## src/rtl/alu_arbiter_if.sv

```systemverilog
// Bundle of requester, ALU and response signals shared by the arbiter and its environment.
// slave is the arbiter's view; master is the view of the requesters plus ALU.
interface alu_arbiter_if;
  logic       req0_valid;
  logic       req0_ready;
  logic [7:0] req0_a;
  logic [7:0] req0_b;
  logic [1:0] req0_op;
  logic       req1_valid;
  logic       req1_ready;
  logic [7:0] req1_a;
  logic [7:0] req1_b;
  logic [1:0] req1_op;
  logic [7:0] alu_inreg1;
  logic [7:0] alu_inreg2;
  logic [1:0] alu_opcode;
  logic [7:0] alu_result;
  logic       rsp_valid;
  logic       rsp_id;
  logic [7:0] rsp_data;
  logic       busy;
  logic [7:0] op_count;

  modport slave (
    input  req0_valid, req0_a, req0_b, req0_op,
    input  req1_valid, req1_a, req1_b, req1_op,
    input  alu_result,
    output req0_ready, req1_ready,
    output alu_inreg1, alu_inreg2, alu_opcode,
    output rsp_valid, rsp_id, rsp_data, busy, op_count
  );

  modport master (
    output req0_valid, req0_a, req0_b, req0_op,
    output req1_valid, req1_a, req1_b, req1_op,
    output alu_result,
    input  req0_ready, req1_ready,
    input  alu_inreg1, alu_inreg2, alu_opcode,
    input  rsp_valid, rsp_id, rsp_data, busy, op_count
  );
endinterface

```

## src/rtl/alu_arbiter.sv

```systemverilog
// Round-robin arbiter sharing one external ALU between two requesters.
// A granted operation is held on the ALU ports for ALU_LAT cycles, then answered by a one-cycle pulse.
module alu_arbiter #(
  parameter int ALU_LAT = 1
) (
  input  logic         clk,
  input  logic         rst,
  alu_arbiter_if.slave bus
);
  typedef enum logic [1:0] {
    IDLE = 2'd0,
    EXEC = 2'd1,
    RESP = 2'd2
  } state_t;

  localparam logic [2:0] LAT_LOAD = 3'(ALU_LAT);

  state_t     r_state;
  logic       r_ptr;
  logic [2:0] r_cnt;
  logic [7:0] r_a;
  logic [7:0] r_b;
  logic [1:0] r_op;
  logic       r_id;
  logic       r_rsp_valid;
  logic       r_rsp_id;
  logic [7:0] r_rsp_data;
  logic [7:0] r_op_count;

  logic [1:0] w_valid;
  logic [1:0] w_ready;
  logic       w_grant;
  logic       w_xfer;
  logic [7:0] w_sel_a;
  logic [7:0] w_sel_b;
  logic [1:0] w_sel_op;

  assign w_valid = {bus.req1_valid, bus.req0_valid};
  // Pointer only matters when both compete; a lone requester always wins.
  assign w_grant = (w_valid == 2'b11) ? r_ptr : w_valid[1];

  genvar gi;
  generate
    for (gi = 0; gi < 2; gi++) begin : g_ready
      assign w_ready[gi] = (r_state == IDLE) && w_valid[gi] && (w_grant == 1'(gi));
    end
  endgenerate

  assign w_xfer   = |w_ready;
  assign w_sel_a  = w_grant ? bus.req1_a  : bus.req0_a;
  assign w_sel_b  = w_grant ? bus.req1_b  : bus.req0_b;
  assign w_sel_op = w_grant ? bus.req1_op : bus.req0_op;

  always_ff @(posedge clk or posedge rst) begin
    if (rst) begin
      r_state     <= IDLE;
      r_ptr       <= 1'b0;
      r_cnt       <= 3'd0;
      r_a         <= 8'd0;
      r_b         <= 8'd0;
      r_op        <= 2'd0;
      r_id        <= 1'b0;
      r_rsp_valid <= 1'b0;
      r_rsp_id    <= 1'b0;
      r_rsp_data  <= 8'd0;
      r_op_count  <= 8'd0;
    end else begin
      r_rsp_valid <= 1'b0;
      case (r_state)
        IDLE: begin
          if (w_xfer) begin
            r_a     <= w_sel_a;
            r_b     <= w_sel_b;
            r_op    <= w_sel_op;
            r_id    <= w_grant;
            r_ptr   <= ~w_grant;
            r_cnt   <= LAT_LOAD;
            r_state <= EXEC;
          end
        end
        EXEC: begin
          if (r_cnt == 3'd1) begin
            r_rsp_data  <= bus.alu_result;
            r_rsp_id    <= r_id;
            r_rsp_valid <= 1'b1;
            r_op_count  <= r_op_count + 8'd1;
            r_state     <= RESP;
          end
          r_cnt <= r_cnt - 3'd1;
        end
        RESP:    r_state <= IDLE;
        default: r_state <= IDLE;
      endcase
    end
  end

  assign bus.req0_ready = w_ready[0];
  assign bus.req1_ready = w_ready[1];
  assign bus.alu_inreg1 = r_a;
  assign bus.alu_inreg2 = r_b;
  assign bus.alu_opcode = r_op;
  assign bus.rsp_valid  = r_rsp_valid;
  assign bus.rsp_id     = r_rsp_id;
  assign bus.rsp_data   = r_rsp_data;
  assign bus.busy       = (r_state != IDLE);
  assign bus.op_count   = r_op_count;
endmodule

```

## src/flat_wrapper.sv

```systemverilog
// flat-port wrapper written by rule: the top's interface ports become plain ports
module alu_arbiter_flat 
#(
  parameter int ALU_LAT = 1
)
  (clk, rst, bus_req0_valid, bus_req0_a, bus_req0_b, bus_req0_op, bus_req1_valid, bus_req1_a, bus_req1_b, bus_req1_op, bus_alu_result, bus_req0_ready, bus_req1_ready, bus_alu_inreg1, bus_alu_inreg2, bus_alu_opcode, bus_rsp_valid, bus_rsp_id, bus_rsp_data, bus_busy, bus_op_count);
  alu_arbiter_if bus_i ();
  input  logic clk;
  input  logic rst;
  input wire logic [$bits(bus_i.req0_valid)-1:0] bus_req0_valid;
  input wire logic [$bits(bus_i.req0_a)-1:0] bus_req0_a;
  input wire logic [$bits(bus_i.req0_b)-1:0] bus_req0_b;
  input wire logic [$bits(bus_i.req0_op)-1:0] bus_req0_op;
  input wire logic [$bits(bus_i.req1_valid)-1:0] bus_req1_valid;
  input wire logic [$bits(bus_i.req1_a)-1:0] bus_req1_a;
  input wire logic [$bits(bus_i.req1_b)-1:0] bus_req1_b;
  input wire logic [$bits(bus_i.req1_op)-1:0] bus_req1_op;
  input wire logic [$bits(bus_i.alu_result)-1:0] bus_alu_result;
  output wire logic [$bits(bus_i.req0_ready)-1:0] bus_req0_ready;
  output wire logic [$bits(bus_i.req1_ready)-1:0] bus_req1_ready;
  output wire logic [$bits(bus_i.alu_inreg1)-1:0] bus_alu_inreg1;
  output wire logic [$bits(bus_i.alu_inreg2)-1:0] bus_alu_inreg2;
  output wire logic [$bits(bus_i.alu_opcode)-1:0] bus_alu_opcode;
  output wire logic [$bits(bus_i.rsp_valid)-1:0] bus_rsp_valid;
  output wire logic [$bits(bus_i.rsp_id)-1:0] bus_rsp_id;
  output wire logic [$bits(bus_i.rsp_data)-1:0] bus_rsp_data;
  output wire logic [$bits(bus_i.busy)-1:0] bus_busy;
  output wire logic [$bits(bus_i.op_count)-1:0] bus_op_count;
  assign bus_i.req0_valid = bus_req0_valid;
  assign bus_i.req0_a = bus_req0_a;
  assign bus_i.req0_b = bus_req0_b;
  assign bus_i.req0_op = bus_req0_op;
  assign bus_i.req1_valid = bus_req1_valid;
  assign bus_i.req1_a = bus_req1_a;
  assign bus_i.req1_b = bus_req1_b;
  assign bus_i.req1_op = bus_req1_op;
  assign bus_i.alu_result = bus_alu_result;
  assign bus_req0_ready = bus_i.req0_ready;
  assign bus_req1_ready = bus_i.req1_ready;
  assign bus_alu_inreg1 = bus_i.alu_inreg1;
  assign bus_alu_inreg2 = bus_i.alu_inreg2;
  assign bus_alu_opcode = bus_i.alu_opcode;
  assign bus_rsp_valid = bus_i.rsp_valid;
  assign bus_rsp_id = bus_i.rsp_id;
  assign bus_rsp_data = bus_i.rsp_data;
  assign bus_busy = bus_i.busy;
  assign bus_op_count = bus_i.op_count;
  alu_arbiter #(.ALU_LAT(ALU_LAT)) u_core (.clk(clk), .rst(rst), .bus(bus_i));
endmodule
```

## config.mk

```make
export PLATFORM = sky130hd
export DESIGN_NAME = alu_arbiter_flat
export DESIGN_NICKNAME = d
export VERILOG_FILES = /design/src/rtl/alu_arbiter_if.sv /design/src/rtl/alu_arbiter.sv /design/src/flat_wrapper.sv
export SDC_FILE = /design/constraint.sdc
export NUM_CORES = 1
export LEC_CHECK = 0
export BUFFER_PORTS_ARGS = -buffer_cell sky130_fd_sc_hd__buf_2
export CORE_MARGIN = 1.5
export CORE_UTILIZATION = 47
export DETAILED_ROUTE_END_ITERATION = 6
export GPL_TIMING_DRIVEN = 0
export PLACE_DENSITY = 0.79
export REMOVE_ABC_BUFFERS = 1
export SLEW_MARGIN = 20
export SYNTH_ARGS = -nofsm -noshare
export SYNTH_HDL_FRONTEND = slang
export SYNTH_SLANG_ARGS = --single-unit
```

## constraint.sdc

```tcl
create_clock -name clk -period 1.9 [get_ports clk]
set_input_delay 0.475 -clock clk [delete_from_list [all_inputs] [get_ports clk]]
set_output_delay 0.475 -clock clk [all_outputs]
set_load 0.01 [all_outputs]
```

After elaboration in Yosys (flattened, before gate mapping)
Index checks and enable logic that the tools add are counted.

$add $sub $neg: 2. Eq/ne operators: 5. Multiplexer cells: 11. Bitwise operators: 1. Reduce and logical (&&, ||, !) cells: 12.

Operator list (number): 2-to-1 mux 8 bit (2); adder 8 x 1 -> 8 bit, second input constant (1); AND reduction 2 bit (4); 2-to-1 mux 2 bit (3); case mux 3 bit (2 select lines) (1); logical AND 1 bit (4); != test 2 x 1 -> 1 bit, second input constant (2); case mux 2 bit (2 select lines) (1); nonzero test 2 bit (2); equality test 3 x 1 -> 1 bit, second input constant (1); 2-to-1 mux 1 bit (3); 2-to-1 mux 3 bit (1); subtractor 3 x 1 -> 3 bit, second input constant (1); equality test 2 x 1 -> 1 bit, second input constant (1); equality test 2 bit, second input constant (1); logical NOT 2 bit (1); OR reduction 2 bit (1); NOT 1 bit (1).

Register bits: 43. Logic and storage cells: 42.

Longest topological paths before layout
Gate-level depths: netlist of the first run.

Depth after elaboration: 7. Gate-level depth with buffers: 7.

Worst setup path after synthesis of the first run
No wires, ideal clock.

Path kind: input -> output. Start: input port bus_req1_valid. End: output port bus_req1_ready. Arrival time: 1166 ps. Path slack: 259 ps. Stages: 4. Path buffers: 2. Path through: buf_4 > buf_1 > nand2_1 > nor2_1.

Longest elaborated chain between the ends: 3. Elaborated cells between the ends (all ways): 4.

RTL lines: start, declared (line flat_wrapper.sv:14) `input wire logic [$bits(bus_i.req1_valid)-1:0] bus_req1_valid;`; equality test 2 bit (line alu_arbiter.sv:40) `assign w_grant = (w_valid == 2'b11) ? r_ptr : w_valid[1];`; 2-to-1 mux 1 bit (line alu_arbiter.sv:40); logical AND 1 bit (*) (line alu_arbiter.sv:45) `assign w_ready[gi] = (r_state == IDLE) && w_valid[gi] && (w_grant == 1'(gi));`; end, declared (line flat_wrapper.sv:20) `output wire logic [$bits(bus_i.req1_ready)-1:0] bus_req1_ready;`.

Every way passes the cells marked *; elsewhere a longest branch is shown, timed or not.

Worst setup path after layout of the first run
Start: register u_core.r_state[1]. End: output port bus_req1_ready.

Longest elaborated chain between the ends: 3.

RTL lines: start, declared (line alu_arbiter.sv:18) `state_t r_state;`; start signal, assigned (line alu_arbiter.sv:56) `r_state <= IDLE;`; start signal, assigned (line alu_arbiter.sv:78) `r_state <= EXEC;`; start signal, assigned (line alu_arbiter.sv:87) `r_state <= RESP;`; logical NOT 2 bit (line alu_arbiter.sv:45); logical AND 1 bit (2 in a row) (line alu_arbiter.sv:45).

No other way between the ends.

==> results of run 1 <==
path summary, 6_finish.rpt:
| kind | slack [ns] | startpoint | cells past startpoint | to |
|---|---|---|---|---|
| hold reg to reg | 0.47 | u_core.bus.op_count[7] | 1 | u_core.bus.op_count[7] |
| hold / removal | 0.1 | rst | 2 | u_core.bus.rsp_data[6] |
| min in group clk | 0.41 | bus_alu_result[7] | 2 | u_core.bus.rsp_data[7] |
| setup reg to reg | 0.22 | u_core.r_state[1] | 5 | u_core.bus.alu_inreg2[1] |
| max in group asynchronous | 1.36 | rst | 3 | u_core.bus.alu_inreg1[0] |
| setup / recovery | 0.12 | u_core.r_state[1] | 4 | bus_req1_ready |
critical path: stages (launching register included):
cell and delay, ns:
dfrtp_1 0.43, nor2_4 0.17, clkinvlp_4 0.17, nor2_1 0.12, buf_2 0.13
cell type report:
type	count	area (sq um)
well taps	50	62.6
multi-input cells	103	838
repair inverters	1	5.00
inverters	5	22.5
flip-flops and latches	43	1080
repair buffers	91	480
fillers	359	1500
clock buffers	6	72.6
synthesized netlist by cell type, drive strengths merged (2+ instances only):
master / number
inv: 4
ha: 3
buf: 12
nor2: 4
a311oi: 14
nand2b: 2
o22ai: 2
nor2b: 2
mux2: 10
dfrtp: 43
xnor2: 7
nand2: 5
a2bb2oi: 18
o21ai: 17
o32ai: 4
nand4: 4
and3: 2
o211ai: 2
power groups by stage:
stage / clock network (mW) / registers (mW) / logic, mW
2_1_floorplan: 0 / 1.79 / 1.11
3_3_place_gp: 0 / 1.63 / 1.91
3_5_place_dp: 0 / 1.64 / 1.98
4_1_cts: 0.542 / 1.63 / 2.10
5_1_grt: 0.575 / 1.69 / 2.26
6_report: 0.517 / 1.64 / 2.07
kinds of logic after synthesis:
| kind of cell | synth area share |
|---|---|
| and+or+nand+nor | 0.0704 |
| adders and majority gates | 0.0187 |
| muxes | 0.0598 |
| xor gates and xnor gates | 0.0349 |
| buffers and inverters | 0.0523 |
| DFF | 0.535 |
| AOI/OAI and AO/OA | 0.229 |
registers in the layout, summed over array words and instances, names as in the netlist:
register,cells
u_core.bus.rsp_valid,1
u_core.r_id,1
u_core.bus.alu_opcode,2
u_core.bus.alu_inreg1,8
u_core.bus.rsp_data,8
u_core.bus.alu_inreg2,8
u_core.bus.rsp_id,1
u_core.r_state,2
u_core.bus.op_count,8
u_core.r_cnt,3
u_core.r_ptr,1
per-layer routing:
metal | vias to the layer above | track usage | wire length, microns
li1 | 800 | - | -
met1 | 799 | 0.277 | 2240
met2 | 79 | 0.337 | 2040
met3 | 6 | 0.0592 | 315
met4 | 0 | 0.0675 | 52
met5 | - | 0 | 0
timing repair:
action / 4_1_cts / 5_1_grt
hold buffers: 0 / 0
cloned: 1 / 0
pin swaps: 1 / 0
setup buffers: 4 / 0
resized for setup: 3 / 1
setup endpoints to repair: 5 / 2
==> results.json, run 1 <==
{
  "path_clk_slew_ns": 0.07,
  "num_rows": 23,
  "endpoint_kind": "primary output",
  "fp.dieW_microns": 68.4,
  "synth_edf_count": 0,
  "grt_start_max_net_pins": 35,
  "status": "complete, no violations",
  "yosys_warnings": 0,
  "grt_pass1_wl_mm": 7.18,
  "synth_top_area_frac": 0.535,
  "slew_headroom": 0.493,
  "ys_ff_latch": 43,
  "switching_power_mw": 1.60,
  "cts_htree_levels": 2,
  "internal_power_mw": 2.63,
  "post-route-cell-area_sq_um": 2560,
  "place_ws_ns": -0.220,
  "routed_via_density": 5.63,
  "netlist_top_cells_area": "dfrtp_1 54%, a2bb2oi_1 7.8%, a311oi_1 6.1%",
  "synth_ff_type": "dfrtp_1",
  "finalNonFillerCells": 299,
  "clk_latency_ns": 0.29,
  "synthArstFlopShare": 1.00,
  "clock_skew_ns": 0.00282,
  "setup_violations": 0,
  "critical_path_required_ns": 1.42,
  "synth_cell_types": 33,
  "comb_power_share": 0.490,
  "cts_buffers": 5,
  "initial_core_util": 0.495,
  "grt_overflow": 0,
  "hp-class": "input port to asynchronous set/reset pin",
  "yosys.area.top_type": "dfrtp_1",
  "placed_area_sq_um": 2440,
  "place_inst": 288,
  "clock-root-buffer": "clkbuf_8",
  "switching_share": 0.378,
  "numClockSinks": 43,
  "p_leak_nw": 1.19,
  "peakVddDrop_uv": 812,
  "num_vias": 1684,
  "setup_slack_ns": 0.122,
  "grt_pass1_vias": 1551,
  "final_common_cell": "buf_2",
  "max_freq_mhz": 562,
  "fin_crit_sh": 0.936,
  "grt_setup_unrepaired": "false",
  "syn_area_sq_um": 2010,
  "worstSetupPathType": "flip-flop to primary output",
  "power_frac_seq": 0.388,
  "antenna_cells": 0,
  "hold_slack_ns": 0.0996,
  "fin_crit_ns": 1.78,
  "first_pass_iters": 4,
  "dieArea_sq_um": 4680,
  "cts_tree": "built",
  "io_pins": 87,
  "tightestPinTransition_ns": 0.757,
  "gr-usage-all-layers": 0.211,
  "power.density_nw_per_um2": 1650,
  "clockBufferDepth": 2,
  "hold_violations": 0,
  "total_power_mw": 4.23,
  "fin_tns_setup_ns": 0,
  "maxCapViolCount": 0,
  "final_cell_mix": "86 x buf_2, 43 x dfrtp_1, 18 x a2bb2oi_1",
  "crit_fanout": 5,
  "port-buffer-count": 86,
  "drc": 0,
  "dp_hpwl_mm": 3.19,
  "start_kind": "flip-flop",
  "wl_per_cell_microns": 15.6,
  "antenna_found_initial": 0,
  "final_core_util": 0.630,
  "cp.arrival_ns": 1.30,
  "avgSynthCellArea_sq_um": 12.3,
  "drt-initial-drc-count": 102,
  "die_h_microns": 68.4,
  "syn_inst": 164,
  "antenna_left": 0,
  "gp_congestion": 0.690,
  "ys_seq_area_frac": 0.535,
  "area_growth_pct": 27.3,
  "nets": 301,
  "drive_gt1_frac": 0.466,
  "core_area_sq_um": 4060,
  "routed_wl_mm": 4.65,
  "slew_violations": 0,
  "power.clock.fraction": 0.122
}
Power figures use the tool's default switching activity.
==> run 2, diff against run 1 <==
Settings changed: GPL_TIMING_DRIVEN 0 to 1.
==> run 2 against run 1 <==
  * Final cell count grew 3.0%
  * Flip-flop and latch count unchanged
  * Power is 2.3% higher
  * Largest cell class unchanged
  * Highest routed layer unchanged
==> results.json, run 2 (synthesis gave the netlist of run 1 again) <==
{
  "peakVddDrop_uv": 912,
  "place_ws_ns": 0.319,
  "power_frac_seq": 0.379,
  "gr-usage-all-layers": 0.225,
  "final_common_cell": "buf_2",
  "setup_slack_ns": 0.0994,
  "routed_wl_mm": 4.97,
  "drc": 0,
  "start_kind": "flip-flop",
  "io_pins": 87,
  "grt_pass1_wl_mm": 7.63,
  "endpoint_kind": "primary output",
  "nets": 308,
  "final_cell_mix": "86 x buf_2, 43 x dfrtp_1, 18 x a2bb2oi_1",
  "worstSetupPathType": "flip-flop to primary output",
  "crit_fanout": 4,
  "critical_path_required_ns": 1.42,
  "drt-initial-drc-count": 130,
  "power.density_nw_per_um2": 1660,
  "numClockSinks": 43,
  "fin_crit_sh": 0.948,
  "clk_latency_ns": 0.29,
  "antenna_left": 0,
  "grt_overflow": 0,
  "n_fill_cell": 335,
  "clock_skew_ns": 0.00548,
  "hold_buffers": 0,
  "first_pass_iters": 4,
  "grt_start_max_net_pins": 29,
  "hold_violations": 0,
  "port-buffer-count": 86,
  "rrSetupSlack_ns": 0.27,
  "core_area_sq_um": 4060,
  "tightestPinTransition_ns": 0.611,
  "hp-class": "input port to asynchronous set/reset pin",
  "comb_power_share": 0.492,
  "slew_violations": 0,
  "status": "complete, no violations",
  "drive_gt1_frac": 0.465,
  "cp.arrival_ns": 1.33,
  "clockBufferDepth": 2,
  "fin_tns_setup_ns": 0,
  "num_rows": 23,
  "fin_crit_ns": 1.80,
  "path_clk_slew_ns": 0.08,
  "internal_power_mw": 2.70,
  "rr_startpoint": "u_core.r_state[1]",
  "switching_power_mw": 1.64,
  "multiInputGateArea_sq_um": 828,
  "cts_tree": "built",
  "maxCapViolCount": 0,
  "fp.dieW_microns": 68.4,
  "gp_congestion": 0.771,
  "clock-root-buffer": "clkbuf_8",
  "worstReg2RegEnd": "u_core.r_cnt[1]",
  "die_h_microns": 68.4,
  "setup_violations": 0,
  "slew_headroom": 0.590,
  "num_vias": 1783,
  "rr_worst_depth": 5,
  "routed_via_density": 5.79,
  "power.clock.fraction": 0.129,
  "wl_per_cell_microns": 16.1,
  "cts_buffers": 5,
  "area_growth_pct": 29.9,
  "regArea_sq_um": 1080,
  "antenna_cells": 0,
  "initial_core_util": 0.495,
  "dp_hpwl_mm": 3.61,
  "dieArea_sq_um": 4680,
  "switching_share": 0.378,
  "grt_pass1_vias": 1641,
  "p_leak_nw": 1.22,
  "cts_htree_levels": 2,
  "antenna_found_initial": 0,
  "max_freq_mhz": 555,
  "grt_setup_unrepaired": "false"
}
==> run 2: layer usage <==
metal | track usage | wire length, microns
met5 | 0 | 0
met4 | 0.0750 | 62
met3 | 0.0707 | 490
met2 | 0.339 | 2140
met1 | 0.306 | 2270
==> run 2: how the worst max path moves through the flow <==
stage | start | to | slack (ns) | cells after the start
2_1_floorplan | u_core.r_cnt[1] | u_core.bus.rsp_data[0] | 0.26 | 4
3_3_place_gp | u_core.r_state[0] | bus_req1_ready | 0.35 | 4
3_5_place_dp | u_core.r_state[0] | u_core.r_cnt[1] | 0.32 | 4
4_1_cts | u_core.r_state[0] | bus_req1_ready | 0.01 | 4
5_1_grt | u_core.r_state[1] | bus_req1_ready | 0.03 | 4
6_report | u_core.r_state[1] | bus_req1_ready | 0.1 | 4
==> run 2: final cells by class <==
type / instances / share of cell area
clock buffers: 7 / 0.0292
clock inverters: 1 / 0.00192
inverters: 5 / 0.00862
multi-input cells: 103 / 0.317
flip-flops and latches: 43 / 0.412
well taps: 50 / 0.0240
repair buffers: 99 / 0.207
==> run 2: stage by stage <==
stage / hold slack [ns] / area [sq um] / utilization / power [mW] / cells
final: 0.170 / 2610 / 0.644 / 4.33 / 308
after global routing: 0.204 / 2610 / 0.644 / 4.62 / 308
after CTS: 0.177 / 2600 / 0.640 / 4.33 / 306
after detailed placement: 0.473 / 2500 / 0.615 / 3.70 / 296
after global placement: 0.465 / 2500 / 0.615 / 3.63 / 296
after floorplan: 0.456 / 1920 / - / 2.90 / 151
==> run 2: repair_timing <==
item                                    in CTS  in global routing
pin swaps                                    0                  1
setup buffers                                2                  2
endpoints found under the setup margin       1                  2
resized for setup                            1                  0
==> run 2: power groups by stage <==
stage	Combinational (mW)	Clock [mW]	Sequential, mW
CTS	2.11	0.582	1.64
finish	2.13	0.560	1.64
global placement	1.99	0	1.64
detailed placement	2.05	0	1.65
floorplan	1.11	0	1.79
global route	2.32	0.602	1.70
==> run 2: critical path: stages, from the launching register on <==
cell	delay (ns)
dfrtp_1	0.43
nor2_4	0.18
clkinvlp_4	0.15
nor2_1	0.13
buf_2	0.14
